## src/rtl/nasti_lite_pkg.sv

```systemverilog
// Shared constants and helpers for the NASTI <-> NASTI-lite bridges.
// Holds the response and burst encodings, the FSM state type and the sub-word math.
package nasti_lite_pkg;

    localparam logic [1:0] RESP_OKAY   = 2'd0;
    localparam logic [1:0] RESP_EXOKAY = 2'd1;
    localparam logic [1:0] RESP_SLVERR = 2'd2;
    localparam logic [1:0] RESP_DECERR = 2'd3;

    localparam logic [1:0] BURST_FIXED = 2'd0;
    localparam logic [1:0] BURST_INCR  = 2'd1;
    localparam logic [1:0] BURST_WRAP  = 2'd2;

    typedef enum logic {ST_IDLE = 1'b0, ST_BUSY = 1'b1} rd_state_t;

    // Error codes are numerically larger, so the max is the worst response.
    function automatic logic [1:0] combine_resp(input logic [1:0] a, input logic [1:0] b);
        return (a > b) ? a : b;
    endfunction

    // Number of lite words needed to carry one NASTI beat of 2^size bytes.
    function automatic int lite_packet_size(input logic [2:0] size, input int buf_bytes);
        int bytes;
        bytes = 1 << size;
        return (bytes > buf_bytes) ? bytes / buf_bytes : 1;
    endfunction

endpackage

```

## src/rtl/nasti_lite_read_buf.sv

```systemverilog
// Circular buffer of returned lite words (data, resp, user).
// One word is pushed per lite R handshake; a whole beat of pop_cnt words leaves at once.
module nasti_lite_read_buf #(
    parameter int DEPTH      = 2,
    parameter int DATA_WIDTH = 32,
    parameter int USER_WIDTH = 1,
    parameter int MAX_SUB    = 2,
    parameter int CW         = $clog2(DEPTH + 1)
) (
    input  logic                             clk,
    input  logic                             rstn,
    input  logic                             push,
    input  logic [DATA_WIDTH-1:0]            push_data,
    input  logic [1:0]                       push_resp,
    input  logic [USER_WIDTH-1:0]            push_user,
    input  logic                             pop,
    input  logic [CW-1:0]                    pop_cnt,
    output logic [CW-1:0]                    count,
    output logic [MAX_SUB*DATA_WIDTH-1:0]    rd_data,
    output logic [MAX_SUB*2-1:0]             rd_resp,
    output logic [MAX_SUB*USER_WIDTH-1:0]    rd_user
);

    localparam int PW = (DEPTH > 1) ? $clog2(DEPTH) : 1;

    logic [DATA_WIDTH-1:0] data_mem [DEPTH];
    logic [1:0]            resp_mem [DEPTH];
    logic [USER_WIDTH-1:0] user_mem [DEPTH];

    logic [PW-1:0] wr_ptr_reg;
    logic [PW-1:0] rd_ptr_reg;
    logic [CW-1:0] count_reg;

    // Pointer advance that also works for non power-of-two depths.
    function automatic logic [PW-1:0] ptr_add(input logic [PW-1:0] p, input int n);
        int s;
        s = int'(p) + n;
        if (s >= DEPTH) s = s - DEPTH;
        return PW'(s);
    endfunction

    always_ff @(posedge clk or negedge rstn) begin
        if (!rstn) begin
            wr_ptr_reg <= '0;
            rd_ptr_reg <= '0;
            count_reg  <= '0;
        end else begin
            if (push) wr_ptr_reg <= ptr_add(wr_ptr_reg, 1);
            if (pop)  rd_ptr_reg <= ptr_add(rd_ptr_reg, int'(pop_cnt));
            count_reg <= count_reg + CW'(push) - (pop ? pop_cnt : CW'(0));
        end
    end

    always_ff @(posedge clk) begin
        if (push) begin
            data_mem[wr_ptr_reg] <= push_data;
            resp_mem[wr_ptr_reg] <= push_resp;
            user_mem[wr_ptr_reg] <= push_user;
        end
    end

    // The oldest MAX_SUB entries are presented side by side for beat assembly.
    generate
        for (genvar gi = 0; gi < MAX_SUB; gi++) begin : g_rd
            logic [PW-1:0] idx;
            assign idx = ptr_add(rd_ptr_reg, gi);
            assign rd_data[gi*DATA_WIDTH +: DATA_WIDTH] = data_mem[idx];
            assign rd_resp[gi*2 +: 2]                   = resp_mem[idx];
            assign rd_user[gi*USER_WIDTH +: USER_WIDTH] = user_mem[idx];
        end
    endgenerate

    assign count = count_reg;

endmodule

```

## src/rtl/nasti_lite_reader.sv

```systemverilog
// Splits one NASTI read burst into single-word lite reads and reassembles the
// returned words into NASTI R beats, throttled by a buffer credit count.
module nasti_lite_reader
    import nasti_lite_pkg::*;
#(
    parameter int BUF_DEPTH        = 2,
    parameter int ID_WIDTH         = 1,
    parameter int ADDR_WIDTH       = 8,
    parameter int NASTI_DATA_WIDTH = 8,
    parameter int LITE_DATA_WIDTH  = 32,
    parameter int USER_WIDTH       = 1
) (
    input  logic                        clk,
    input  logic                        rstn,
    input  logic [ID_WIDTH-1:0]         nasti_ar_id,
    input  logic [ADDR_WIDTH-1:0]       nasti_ar_addr,
    input  logic [7:0]                  nasti_ar_len,
    input  logic [2:0]                  nasti_ar_size,
    input  logic [1:0]                  nasti_ar_burst,
    input  logic                        nasti_ar_lock,
    input  logic [3:0]                  nasti_ar_cache,
    input  logic [2:0]                  nasti_ar_prot,
    input  logic [3:0]                  nasti_ar_qos,
    input  logic [3:0]                  nasti_ar_region,
    input  logic [USER_WIDTH-1:0]       nasti_ar_user,
    input  logic                        nasti_ar_valid,
    output logic                        nasti_ar_ready,
    output logic [ID_WIDTH-1:0]         nasti_r_id,
    output logic [NASTI_DATA_WIDTH-1:0] nasti_r_data,
    output logic [1:0]                  nasti_r_resp,
    output logic                        nasti_r_last,
    output logic [USER_WIDTH-1:0]       nasti_r_user,
    output logic                        nasti_r_valid,
    input  logic                        nasti_r_ready,
    output logic [ID_WIDTH-1:0]         lite_ar_id,
    output logic [ADDR_WIDTH-1:0]       lite_ar_addr,
    output logic [2:0]                  lite_ar_prot,
    output logic [3:0]                  lite_ar_qos,
    output logic [3:0]                  lite_ar_region,
    output logic [USER_WIDTH-1:0]       lite_ar_user,
    output logic                        lite_ar_valid,
    input  logic                        lite_ar_ready,
    input  logic [ID_WIDTH-1:0]         lite_r_id,
    input  logic [LITE_DATA_WIDTH-1:0]  lite_r_data,
    input  logic [1:0]                  lite_r_resp,
    input  logic [USER_WIDTH-1:0]       lite_r_user,
    input  logic                        lite_r_valid,
    output logic                        lite_r_ready
);

    localparam int BDW       = (NASTI_DATA_WIDTH < LITE_DATA_WIDTH) ? NASTI_DATA_WIDTH : LITE_DATA_WIDTH;
    localparam int BUF_BYTES = BDW / 8;
    localparam int MAX_SUB   = NASTI_DATA_WIDTH / BDW;
    localparam int NW        = $clog2(256 * MAX_SUB) + 1;
    localparam int CW        = $clog2(BUF_DEPTH + 1);
    localparam int MAX_SIZE  = $clog2(NASTI_DATA_WIDTH / 8);
    localparam logic [CW-1:0] DEPTH_C = CW'(BUF_DEPTH);

    generate
        if (!(LITE_DATA_WIDTH == 32 || LITE_DATA_WIDTH == 64)) begin : g_bad_lite_width
            $fatal(1, "LITE_DATA_WIDTH must be 32 or 64");
        end
        if (BUF_DEPTH < MAX_SUB) begin : g_bad_depth
            $fatal(1, "BUF_DEPTH must hold a whole NASTI beat");
        end
    endgenerate

    rd_state_t state_reg, state_next;

    logic [ID_WIDTH-1:0]   id_reg;
    logic [ADDR_WIDTH-1:0] addr_reg;
    logic [7:0]            len_reg;
    logic [1:0]            burst_reg;
    logic [2:0]            prot_reg;
    logic [3:0]            qos_reg;
    logic [3:0]            region_reg;
    logic [USER_WIDTH-1:0] user_reg;
    logic [NW-1:0]         sub_reg, total_reg, issued_reg;
    logic [CW-1:0]         credit_reg;
    logic [7:0]            beat_reg;

    logic ar_hs, lite_ar_hs, lite_r_hs, r_hs;
    logic [NW-1:0] sub_ar, total_ar, word_off;
    logic [CW-1:0] buf_count;
    logic [MAX_SUB*BDW-1:0]        rd_data;
    logic [MAX_SUB*2-1:0]          rd_resp;
    logic [MAX_SUB*USER_WIDTH-1:0] rd_user;

    assign ar_hs      = nasti_ar_valid && nasti_ar_ready;
    assign lite_ar_hs = lite_ar_valid && lite_ar_ready;
    assign lite_r_hs  = lite_r_valid && lite_r_ready;
    assign r_hs       = nasti_r_valid && nasti_r_ready;

    assign sub_ar   = NW'(lite_packet_size(nasti_ar_size, BUF_BYTES));
    assign total_ar = NW'((int'(nasti_ar_len) + 1) * lite_packet_size(nasti_ar_size, BUF_BYTES));

    always_ff @(posedge clk or negedge rstn) begin
        if (!rstn) state_reg <= ST_IDLE;
        else       state_reg <= state_next;
    end

    always_comb begin
        state_next = state_reg;
        case (state_reg)
            ST_IDLE: if (ar_hs) state_next = ST_BUSY;
            ST_BUSY: if (r_hs && nasti_r_last) state_next = ST_IDLE;
            default: state_next = ST_IDLE;
        endcase
    end

    // Credit bounds outstanding words so every lite return always has a free slot.
    always_comb begin
        nasti_ar_ready = (state_reg == ST_IDLE);
        lite_ar_valid  = (state_reg == ST_BUSY) && (issued_reg < total_reg) && (credit_reg < DEPTH_C);
        nasti_r_valid  = (state_reg == ST_BUSY) && (buf_count >= CW'(sub_reg));
        lite_r_ready   = (buf_count < DEPTH_C);
    end

    always_ff @(posedge clk or negedge rstn) begin
        if (!rstn) begin
            id_reg     <= '0;
            addr_reg   <= '0;
            len_reg    <= '0;
            burst_reg  <= '0;
            prot_reg   <= '0;
            qos_reg    <= '0;
            region_reg <= '0;
            user_reg   <= '0;
            sub_reg    <= '0;
            total_reg  <= '0;
            issued_reg <= '0;
            credit_reg <= '0;
            beat_reg   <= '0;
        end else begin
            if (ar_hs) begin
                id_reg     <= nasti_ar_id;
                addr_reg   <= nasti_ar_addr;
                len_reg    <= nasti_ar_len;
                burst_reg  <= nasti_ar_burst;
                prot_reg   <= nasti_ar_prot;
                qos_reg    <= nasti_ar_qos;
                region_reg <= nasti_ar_region;
                user_reg   <= nasti_ar_user;
                sub_reg    <= sub_ar;
                total_reg  <= total_ar;
                issued_reg <= '0;
                beat_reg   <= '0;
            end else begin
                if (lite_ar_hs) issued_reg <= issued_reg + NW'(1);
                if (r_hs)       beat_reg   <= beat_reg + 8'd1;
            end
            credit_reg <= credit_reg + CW'(lite_ar_hs) - (r_hs ? CW'(sub_reg) : CW'(0));
        end
    end

    // WRAP bursts walk upward like INCR; FIXED replays the same beat footprint.
    assign word_off       = (burst_reg == BURST_FIXED) ? (issued_reg & (sub_reg - NW'(1))) : issued_reg;
    assign lite_ar_addr   = addr_reg + ADDR_WIDTH'(int'(word_off) * BUF_BYTES);
    assign lite_ar_id     = id_reg;
    assign lite_ar_prot   = prot_reg;
    assign lite_ar_qos    = qos_reg;
    assign lite_ar_region = region_reg;
    assign lite_ar_user   = user_reg;

    nasti_lite_read_buf #(
        .DEPTH      (BUF_DEPTH),
        .DATA_WIDTH (BDW),
        .USER_WIDTH (USER_WIDTH),
        .MAX_SUB    (MAX_SUB),
        .CW         (CW)
    ) u_buf (
        .clk       (clk),
        .rstn      (rstn),
        .push      (lite_r_hs),
        .push_data (lite_r_data[BDW-1:0]),
        .push_resp (lite_r_resp),
        .push_user (lite_r_user),
        .pop       (r_hs),
        .pop_cnt   (CW'(sub_reg)),
        .count     (buf_count),
        .rd_data   (rd_data),
        .rd_resp   (rd_resp),
        .rd_user   (rd_user)
    );

    generate
        for (genvar gi = 0; gi < MAX_SUB; gi++) begin : g_lane
            assign nasti_r_data[gi*BDW +: BDW] = (NW'(gi) < sub_reg) ? rd_data[gi*BDW +: BDW] : '0;
        end
    endgenerate

    always_comb begin
        nasti_r_resp = RESP_OKAY;
        nasti_r_user = '0;
        for (int k = 0; k < MAX_SUB; k++) begin
            if (NW'(k) < sub_reg)
                nasti_r_resp = combine_resp(nasti_r_resp, rd_resp[k*2 +: 2]);
            if (NW'(k) == sub_reg - NW'(1))
                nasti_r_user = rd_user[k*USER_WIDTH +: USER_WIDTH];
        end
    end

    assign nasti_r_id   = id_reg;
    assign nasti_r_last = (beat_reg == len_reg);

    logic unused_ok;
    assign unused_ok = &{1'b0, nasti_ar_lock, nasti_ar_cache, lite_r_data, lite_r_id};

    a_size_legal: assert property (@(posedge clk) disable iff (!rstn)
        ar_hs |-> (nasti_ar_size <= 3'(MAX_SIZE)));
    a_rid_match: assert property (@(posedge clk) disable iff (!rstn)
        lite_r_hs |-> (lite_r_id == id_reg));

endmodule

```

## config.mk

```make
export PLATFORM = sky130hd
export DESIGN_NAME = nasti_lite_reader
export DESIGN_NICKNAME = d
export VERILOG_FILES = /design/src/rtl/nasti_lite_pkg.sv /design/src/rtl/nasti_lite_read_buf.sv /design/src/rtl/nasti_lite_reader.sv
export SDC_FILE = /design/constraint.sdc
export NUM_CORES = 1
export LEC_CHECK = 0
export ABC_AREA = 1
export CAP_MARGIN = 20
export CORE_ASPECT_RATIO = 2
export CORE_MARGIN = 4
export CORE_UTILIZATION = 55
export DETAILED_ROUTE_END_ITERATION = 7
export DONT_BUFFER_PORTS = 1
export HOLD_SLACK_MARGIN = 0.05
export PLACE_DENSITY = 0.75
export SLEW_MARGIN = 30
export SYNTH_ARGS = -nofsm -noshare
export SYNTH_HDL_FRONTEND = slang
export SYNTH_HIERARCHICAL = 1
export SYNTH_SLANG_ARGS = --single-unit
export TNS_END_PERCENT = 20
```

## constraint.sdc

```tcl
create_clock -name clk -period 3.36 [get_ports clk]
set_input_delay 0.672 -clock clk [delete_from_list [all_inputs] [get_ports clk]]
set_output_delay 0.672 -clock clk [all_outputs]
set_load 0.1 [all_outputs]
```

==> flow_metrics.py <==
metrics = {
    "run_status": {
        "status": "finished, violations left",
        "violations": "negative setup slack",
    },
    "power": {
        "internal-power_mw": 3.375,
        "pwr-share-clk": 0.124,
        "switchingPower_mw": 4.571,
        "p_comb_frac": 0.562,
        "p_leak_nw": 3.846,
        "power.density_nw_per_um2": 1061,
        "vdd_drop_max_mv": 1.069,
        "swShare": 0.5752,
        "power_frac_seq": 0.314,
    },
    "global_routing": {
        "track_usage": 0.2307,
        "grt_pass1_wl_mm": 24.26,
        "grt_max_degree": 73,
        "first_global_vias": 5360,
        "overflow": 0,
        "antenna_found_initial": 0,
    },
    "job": {
        "maxCapViolations": 0,
    },
    "floorplan": {
        "pin_count": 119,
        "dieArea_um2": 13140,
        "coreArea_um2": 10950,
        "start_util": 0.5668,
        "row_count": 54,
        "die_y_um": 158.2,
        "die_x_um": 83.10,
    },
    "clock_network": {
        "cts_tree": "built",
        "path_clk_slew_ns": 0.07,
        "cts_sinks": 94,
        "clk_path_buf_depth": 2,
        "cts_root_buf": "clkbuf_16",
        "cts_buffers": 9,
        "clk_latency_ns": 0.35,
        "htree_levels": 3,
    },
    "sta": {
        "slew_headroom": 0.3535,
        "setup_slack_ns": -0.8592,
        "slew_violations": 0,
        "finalSetupViolCount": 5,
        "tightest_slew_ns": 0.9698,
        "grt_setup_unrepaired": "true",
        "min_period_over_period": 1.256,
        "hold_viol": 0,
        "max_freq_ghz": 0.2370,
        "skew_ns": 0.01014,
        "period_minus_slack_ns": 4.219,
    },
    "synthesis": {
        "synth_cell_types": 38,
        "synth-simple-area-share": 0.2622,
        "syn_avg_cell_area_um2": 7.933,
        "synth_cells": 782,
        "ys_dominant_reg_cell": "dfrtp_1",
        "synthArstFlopShare": 0.7660,
        "synthMuxAreaShare": 0,
        "syn-num-nets": 928,
        "synth_edf_count": 22,
        "synth-compound-area-share": 0.05305,
        "ys_warn_count": 6,
        "synth_seq_cells": 94,
        "synth_top_family_by_area": "simple AND/OR/NAND/NOR gates",
        "synthXorXnorAreaFrac": 0.04518,
        "synth_seq_area_share": 0.3969,
        "synth_fa_ha_area_frac": 0.1541,
        "synth_area_um2": 6203,
    },
    "layout": {
        "fin_cells": 990,
        "final_core_util": 0.6843,
        "nNetsFinal": 991,
        "final_common_cell": "nand2_1",
        "largest_register_ffs": 16,
        "multi_input_area_um2": 3476,
        "finalInstanceArea_um2": 7490,
        "nFillCells": 863,
        "drive_gt1_frac": 0.1859,
        "seq_area_um2": 2464,
        "area_growth_pct": 20.73,
        "diodes": 0,
        "layout_common_cells": "248 x nand2_1, 110 x inv_1, 71 x dfrtp_1",
    },
    "critical_path": {
        "path_delay_family": "adder cells",
        "cp.required_ns": 3.59,
        "cp_slowest_cell": "fa_1",
        "cp-end-kind": "register",
        "crit_type": "primary input to register",
        "cp.arrival_ns": 4.45,
        "startpoint_type": "primary input",
        "cp_max_fo": 7,
        "cp_common_cell": "nand2_1",
        "path_buf_inv": 4,
        "cpPeakStageDelay_ns": 0.54,
    },
    "place": {
        "place_congestion": 0.9766,
        "place_area_um2": 7018,
        "dp_hpwl_mm": 11.89,
        "dp_cells": 973,
        "portBuffers": 0,
    },
    "routing": {
        "routed_wirelength_mm": 14.89,
        "drtIter0Drc": 226,
        "dr_total_vias": 5200,
        "vias_per_cell": 5.253,
        "drt.antenna.violating_nets": 0,
        "drcViolationCount": 0,
        "wire_per_inst_um": 15.04,
        "first_pass_iters": 5,
    },
    "hold_path": {
        "hold_class": "primary input to async pin",
    },
}
==> metrics by stage <==
step           power (mW)  worst slack [ns]  hold WS (ns)  setup TNS [ns]
6_report            7.946           -0.8592        0.1891          -2.607
3_3_place_gp        6.688            -1.111        0.3793          -3.823
2_1_floorplan       5.756            -1.016        0.3764          -6.347
4_1_cts             7.936           -0.8465        0.2134          -2.601
5_1_grt             8.425            -1.160        0.2264          -3.853
3_5_place_dp        6.847            -1.215        0.3795          -4.173
==> repair_timing <==
item | CTS | global route
buffers inserted | 0 | 0
resized for setup | 14 | 19
endpoints found under the setup margin | 8 | 9
hold buffers | 1 | 0
pin swaps | 1 | 2
hold endpoints to repair | 72 | 0
==> synthesized netlist by cell type (2+ instances only) <==
cell      number  area, um^2
nand2_1      254       953.4
inv_1        113       424.2
dfrtp_1       72        1802
nor2_1        63       236.5
ha_1          46       575.6
nand3_1       37       185.2
o21ai_0       36       180.2
edfxtp_1      22       660.6
xor2_1        20       175.2
fa_1          19       380.4
a21oi_1       18       90.09
xnor2_1       12       105.1
nor3_1        10       50.05
clkbuf_1       7       26.28
nand4_1        7       43.79
inv_2          6       22.52
buf_2          4       20.02
nand2_2        4       25.02
nor2_2         4       25.02
buf_6          3       33.78
nor2_4         3       33.78
o21ai_1        3       15.01
buf_4          2       15.01
nor4_1         2       12.51
or2_2          2       12.51
==> final timing paths <==
| path | from | end | slack, ns | cells past startpoint |
|---|---|---|---|---|
| max in group asynchronous | rstn | u_buf/wr_ptr_reg | 2.84 | 1 |
| min | rstn | addr_reg[5] | 0.19 | 1 |
| max reg2reg | sub_reg[0] | u_buf/count[1] | 0.69 | 15 |
| max | nasti_ar_len[0] | total_reg[8] | -0.86 | 25 |
| min in group clk | nasti_ar_len[0] | total_reg[0] | 0.42 | 1 |
| min reg2reg | burst_reg[1] | burst_reg[1] | 0.48 | 2 |
==> logic make-up after synthesis <==
| kind of cell | count (synthesis) |
|---|---|
| adders and majority gates | 65 |
| and+or+nand+nor | 391 |
| AOI/OAI and AO/OA | 63 |
| DFF | 94 |
| xor gates and xnor gates | 32 |
| buffers and inverters | 137 |
==> per-layer routing <==
layer / wire length, um / share of wire / global-route usage
met4: 798 / 0.054 / 0.1325
met5: 0 / 0 / 0
met2: 8552 / 0.57 / 0.4426
met3: 568 / 0.038 / 0.05052
met1: 4969 / 0.33 / 0.2238
==> layout make-up <==
cell class / instances / share of cell area
well taps: 140 / 0.02339
inverters: 120 / 0.06081
flip-flops and latches: 94 / 0.3289
repair buffers: 69 / 0.08386
clock buffers: 10 / 0.03191
clock inverters: 6 / 0.007016
multi-input cells: 551 / 0.4641
==> power groups by stage <==
stage                     Sequential (mW)  Combinational, mW  Clock, mW
after floorplan                      2.35               3.41          0
after global placement               2.47               4.22          0
after detailed placement             2.50               4.35          0
after CTS                            2.49               4.45       1.00
after global routing                 2.54               4.84       1.05
final                                2.49               4.47      0.984
Note: power is estimated with default switching activity, not from simulation.
